### src/rtl/m68k_bus_pkg.sv
// Shared types for the 68000 bus-cycle responder: FSM states, region classes and counter widths.
package m68k_bus_pkg;

  localparam int TIMEOUT_W = 8;
  localparam int WAITS_W   = 4;

  typedef enum logic [1:0] {IDLE, WAIT, ACK, BERR} bus_state_e;

  typedef enum logic [2:0] {
    CLS_ROM, CLS_SHARED, CLS_RAM, CLS_PAL, CLS_REG, CLS_NONE
  } region_cls_e;

  // Fixed priority: prog_rom > shared_ram > ram > pal > reg > none.
  function automatic region_cls_e classify(input logic rom, input logic shared,
                                           input logic ram, input logic pal,
                                           input logic reg_sel);
    region_cls_e cls;
    if (rom)          cls = CLS_ROM;
    else if (shared)  cls = CLS_SHARED;
    else if (ram)     cls = CLS_RAM;
    else if (pal)     cls = CLS_PAL;
    else if (reg_sel) cls = CLS_REG;
    else              cls = CLS_NONE;
    return cls;
  endfunction

  function automatic logic [WAITS_W-1:0] initial_waits(input region_cls_e cls,
                                                      input logic [WAITS_W-1:0] pal_waits,
                                                      input logic [WAITS_W-1:0] reg_waits);
    logic [WAITS_W-1:0] waits;
    case (cls)
      CLS_PAL: waits = pal_waits;
      CLS_REG: waits = reg_waits;
      default: waits = '0;
    endcase
    return waits;
  endfunction

endpackage

### src/rtl/bus_timeout_counter.sv
// Counts WAIT cycles of one bus cycle and flags when the count has reached the limit.
module bus_timeout_counter
  import m68k_bus_pkg::*;
(
  input  logic                 clk,
  input  logic                 reset,
  input  logic                 clear,
  input  logic                 enable,
  input  logic [TIMEOUT_W-1:0] limit,
  output logic                 expired
);

  logic [TIMEOUT_W-1:0] count_q, count_d;

  // Holding at the limit keeps the count from ever wrapping back below it.
  always_comb begin
    count_d = count_q;
    if (clear)
      count_d = '0;
    else if (enable && (count_q != limit))
      count_d = count_q + TIMEOUT_W'(1);
  end

  always_ff @(posedge clk) begin
    if (reset) count_q <= '0;
    else       count_q <= count_d;
  end

  assign expired = (count_q == limit);

endmodule

### src/rtl/m68k_dtack_gen.sv
// 68000 DTACK/BERR responder with per-region wait states and handshakes.
// Define DTACK_TIMEOUT_EN to build the WAIT timeout that ends stalled cycles in BERR.
module m68k_dtack_gen
  import m68k_bus_pkg::*;
#(
  parameter int unsigned PAL_WAITS = 1,
  parameter int unsigned REG_WAITS = 0,
  parameter int unsigned TIMEOUT   = 255
) (
  input  logic clk,
  input  logic reset,
  input  logic cpu_as_n,
  input  logic prog_rom_cs,
  input  logic prog_rom_ready,
  input  logic ram_cs,
  input  logic shared_ram_cs,
  input  logic z80_shared_busy,
  input  logic pal_cs,
  input  logic reg_cs,
  output logic cpu_dtack_n,
  output logic cpu_berr_n,
  output logic busy
);

  if (PAL_WAITS > 15) begin : g_bad_pal_waits
    $error("PAL_WAITS must be in 0..15");
  end
  if (REG_WAITS > 15) begin : g_bad_reg_waits
    $error("REG_WAITS must be in 0..15");
  end
  if ((TIMEOUT < 1) || (TIMEOUT > 255)) begin : g_bad_timeout
    $error("TIMEOUT must be in 1..255");
  end

  localparam logic [WAITS_W-1:0] PAL_WAITS_L = WAITS_W'(PAL_WAITS);
  localparam logic [WAITS_W-1:0] REG_WAITS_L = WAITS_W'(REG_WAITS);

  bus_state_e          state_q, state_d;
  region_cls_e         cls_q, cls_d;
  logic [WAITS_W-1:0]  wait_cnt_q, wait_cnt_d;
  logic                armed_q, armed_d;
  logic                dtack_n_q, dtack_n_d;
  logic                busy_q, busy_d;
  logic                cycle_start;
  logic                class_ready;
  logic                in_wait;
  logic                timeout_expired;

  assign cycle_start = (state_q == IDLE) && armed_q && !cpu_as_n;
  assign in_wait     = (state_q == WAIT);

  always_comb begin
    class_ready = 1'b0;
    case (cls_q)
      CLS_RAM, CLS_PAL, CLS_REG: class_ready = (wait_cnt_q == '0);
      CLS_ROM:                   class_ready = prog_rom_ready;
      CLS_SHARED:                class_ready = !z80_shared_busy;
`ifdef DTACK_TIMEOUT_EN
      CLS_NONE:                  class_ready = 1'b0;
`else
      // Unmapped accesses complete as open-bus reads with no wait states.
      CLS_NONE:                  class_ready = (wait_cnt_q == '0);
`endif
      default:                   class_ready = 1'b0;
    endcase
  end

  // NOTE: every signal written here gets a default first, so no path leaves it unassigned and no latch is inferred.
  always_comb begin
    state_d    = state_q;
    cls_d      = cls_q;
    wait_cnt_d = wait_cnt_q;
    armed_d    = armed_q;

    if (cpu_as_n)         armed_d = 1'b1;
    else if (cycle_start) armed_d = 1'b0;

    case (state_q)
      IDLE: begin
        if (cycle_start) begin
          state_d    = WAIT;
          cls_d      = classify(prog_rom_cs, shared_ram_cs, ram_cs, pal_cs, reg_cs);
          wait_cnt_d = initial_waits(cls_d, PAL_WAITS_L, REG_WAITS_L);
        end
      end
      WAIT: begin
        // Abort beats ready, and ready beats timeout.
        if (cpu_as_n)
          state_d = IDLE;
        else if (class_ready)
          state_d = ACK;
        else if (timeout_expired)
          state_d = BERR;
        else if (wait_cnt_q != '0)
          wait_cnt_d = wait_cnt_q - WAITS_W'(1);
      end
      ACK, BERR: begin
        if (cpu_as_n) state_d = IDLE;
      end
      default: state_d = IDLE;
    endcase

    dtack_n_d = (state_q != ACK);
    busy_d    = (state_d == WAIT);
  end

  // NOTE: sequential state uses non-blocking assignments so every flop samples pre-edge values.
  always_ff @(posedge clk) begin
    if (reset) begin
      state_q    <= IDLE;
      cls_q      <= CLS_NONE;
      wait_cnt_q <= '0;
      armed_q    <= 1'b0;
      dtack_n_q  <= 1'b1;
      busy_q     <= 1'b0;
    end else begin
      state_q    <= state_d;
      cls_q      <= cls_d;
      wait_cnt_q <= wait_cnt_d;
      armed_q    <= armed_d;
      dtack_n_q  <= dtack_n_d;
      busy_q     <= busy_d;
    end
  end

`ifdef DTACK_TIMEOUT_EN
  localparam logic [TIMEOUT_W-1:0] TIMEOUT_L = TIMEOUT_W'(TIMEOUT);

  logic berr_n_q, berr_n_d;

  bus_timeout_counter u_timeout (
    .clk     (clk),
    .reset   (reset),
    .clear   (cycle_start),
    .enable  (in_wait),
    .limit   (TIMEOUT_L),
    .expired (timeout_expired)
  );

  always_comb berr_n_d = (state_q != BERR);

  always_ff @(posedge clk) begin
    if (reset) berr_n_q <= 1'b1;
    else       berr_n_q <= berr_n_d;
  end

  assign cpu_berr_n = berr_n_q;
`else
  assign timeout_expired = 1'b0;
  assign cpu_berr_n      = 1'b1;
  logic unused_in_wait;
  assign unused_in_wait  = in_wait;
`endif

  assign cpu_dtack_n = dtack_n_q;
  assign busy        = busy_q;

endmodule

### config.mk
export PLATFORM = sky130hd
export DESIGN_NAME = m68k_dtack_gen
export DESIGN_NICKNAME = d
export VERILOG_FILES = /design/src/rtl/m68k_bus_pkg.sv /design/src/rtl/bus_timeout_counter.sv /design/src/rtl/m68k_dtack_gen.sv
export SDC_FILE = /design/constraint.sdc
export NUM_CORES = 1
export LEC_CHECK = 0
export ABC_AREA = 0
export BUFFER_PORTS_ARGS = -buffer_cell sky130_fd_sc_hd__buf_4
export CAP_MARGIN = 20
export CORE_AREA = 2 2 39 41
export CTS_CLUSTER_DIAMETER = 60
export DETAILED_ROUTE_END_ITERATION = 10
export DIE_AREA = 0 0 41 43
export PLACE_DENSITY = 0.72
export SLEW_MARGIN = 30
export SYNTH_ARGS = -nofsm -noshare
export SYNTH_HDL_FRONTEND = slang
export SYNTH_SLANG_ARGS = --single-unit
### constraint.sdc
create_clock -name clk -period 3 [get_ports clk]
set_input_delay 0.6 -clock clk [delete_from_list [all_inputs] [get_ports clk]]
set_output_delay 0.6 -clock clk [all_outputs]
set_load 0.02 [all_outputs]
==> flow_summary.ini <==
[run_status]
status = complete, no violations

[cts]
clock_latency_ns = 0.27
clock-sinks = 12
cts_setup_buffers = 0
clockBufferDepth = 2
htree_levels = 1
hold_buffers = 0
post_cts_resized = 0
clockRootBuffer = clkbuf_4
tritoncts = built
clk_pin_slew_worst_paths_ns = 0.07
cts_buffers = 3

[final_layout]
final_area_um2 = 758
areaGrowthSynthToFinish_pct = 16.8
drive_gt1_share_pct = 19.6
insertedDiodeCount = 0
finalNonFillerCells = 108
final_nets = 105

[synthesis]
synth_xor_area_share_pct = 1.35
yosysUniqueCellTypes = 35
avgSynthCellArea_um2 = 8.02
synth_commonest_cells = 12 x dfxtp_1, 12 x nor2_1, 7 x nand2_1, 6 x a21oi_1, 5 x inv_1
synth_compound_area_share_pct = 18.7
syn_nets = 92
ys_warn_count = 0
synthCells = 81
yosys.area_share.simple_pct = 32.0
synth_top_family_by_area = simple AND/OR/NAND/NOR gates
ys_seq_area_share_pct = 37.0
syn_area_um2 = 649
synthAdderAreaFrac_pct = 1.93
muxShareOfSynthArea_pct = 3.08
ys_async_sr_fraction_pct = 0
ys_top_cells_by_area = dfxtp_1 37%, nor2_1 6.9%, a21oi_1 4.6%
synth_edf_count = 0
synth-seq-cells = 12
synth.largest_area_cell = dfxtp_1
ys.flop_type = dfxtp_1
synth_top_area_share_pct = 37.0

[global_route]
grt_pass1_vias = 543
grt_max_degree = 12
antenna_found_initial = 0
track_usage_pct = 18.2
overflow = 0
grt_pass1_wl_um = 2170

[timing]
setup-tns-final_ns = 0
skew_ns = 0.00489
worstMarginPinSlew_ns = 0.535
fmax_mhz = 599
worst_slack_ns = 1.33
slew_violations = 0
period_needed_ns = 1.67
grt_setup_unrepaired = no
finalHoldViolations = 0
finalCritPeriodShare_pct = 55.7
finalSetupViolCount = 0
slew-limit-headroom_pct = 63.9

[critical_path]
cp.required_ns = 3.17
worstSetupEndpointType = register
arrival_ns = 1.84
crit_type = input port to register
crit_fanout = 5
critPathLaunchType = input port

[route]
routed_wire_length_per_instance_um = 11.4
routed_wl_um = 1240
drcViolationCount = 0
vias_per_cell = 5.47
ant_nets = 0
first_pass_iters = 4
via_count = 591
drt_iter0_markers = 12

[pwr]
cellPowerDensity_nw_per_um2 = 408
p_sw_share_pct = 25.2
ir_drop_mv = 0.223
clock_power_share_pct = 31.4
combPwrFrac_pct = 14.4
power_mw = 0.309
p_leak_nw = 0.330
seqPwrFrac_pct = 54.2
cellInternalPower_mw = 0.231
p_switching_mw = 0.0779

[die]
num_rows = 14
die_area_um2 = 1760
start_util_pct = 46.9
num_io_pins = 13
die_width_um = 41
chipHeight_um = 43
core_um2 = 1380

[placed_design]
dp_slack_ns = 1.05
place.gp.congestion = 0.805
dp_hpwl_um = 909
io_buffers = 11
place_area_um2 = 736
dpl.cell_count = 105

[job]
maxCapViolations = 0

[worst_hold_path]
hp-class = register to register
[sequential cells by signal (all words and copies together), names as in the netlist]
signal       flops
cpu_dtack_n      1
wait_cnt_q       4
armed_q          1
cls_q            3
busy             1
state_q          2
[layout by cell type (no fill, tap or decap), types with 3 or more instances in the layout]
cell type	n
nor2_1	12
inv_1	5
a21oi_1	6
nor3_1	4
dfxtp_1	12
buf_4	11
nand2_1	7
clkbuf_4	3
o21ai_0	4
[stage by stage]
step	hold slack, ns	utilization (%)
floorplan	0.416	-
global placement	0.454	53.2
detailed placement	0.461	53.2
CTS	0.477	54.8
global route	0.500	54.8
finish	0.481	54.8
[power by group through the flow]
stage	logic (mW)	registers [mW]	clock network (mW)
after floorplan	0.0292	0.170	0
after global placement	0.0432	0.171	0
after detailed placement	0.0438	0.171	0
after CTS	0.0444	0.168	0.0988
after global routing	0.0498	0.169	0.107
final	0.0444	0.168	0.0970
[worst paths after layout]
kind / start / endpoint / slack (ns) / cells after the start
min reg2reg: state_q[1]$_SDFF_PP0_ / cpu_dtack_n$_SDFF_PP1_ / 0.48 / 1
max: prog_rom_ready / wait_cnt_q[0]$_SDFFE_PP0P_ / 1.33 / 6
min: state_q[1]$_SDFF_PP0_ / cpu_dtack_n$_SDFF_PP1_ / 0.48 / 1
max reg2reg: wait_cnt_q[0]$_SDFFE_PP0P_ / wait_cnt_q[0]$_SDFFE_PP0P_ / 1.33 / 6
[critical path, stage by stage]
cell     delay, ns
buf_4         0.11
nor2b_1       0.14
o211a_1       0.23
nor4_4        0.40
nand2_1       0.10
a32o_1        0.27
[cells by family after synthesis]
| family | count (synthesis) |
|---|---|
| simple gates | 37 |
| compound gates | 19 |
| flops | 12 |
| buf+inv | 8 |
| mux | 2 |
| fa+ha+maj | 1 |
| other cells | 1 |
| xor+xnor | 1 |
[metal layers]
layer / vias up / share of wire [%] / global-route usage, %
met5: - / 0 / 0
met4: 0 / 4.8 / 12.0
met3: 8 / 4.5 / 3.14
met2: 21 / 46 / 27.5
met1: 258 / 44 / 22.3
li1: 304 / - / -
[final cells by class]
type	instances	area, µm²
timing repair buffer	11	82.6
tap	16	20.0
sequential	12	240
multi-input combinational	61	374
inverter	5	18.8
fill	145	626
clock buffer	3	22.5
Note: power is estimated with default switching activity, not from simulation.
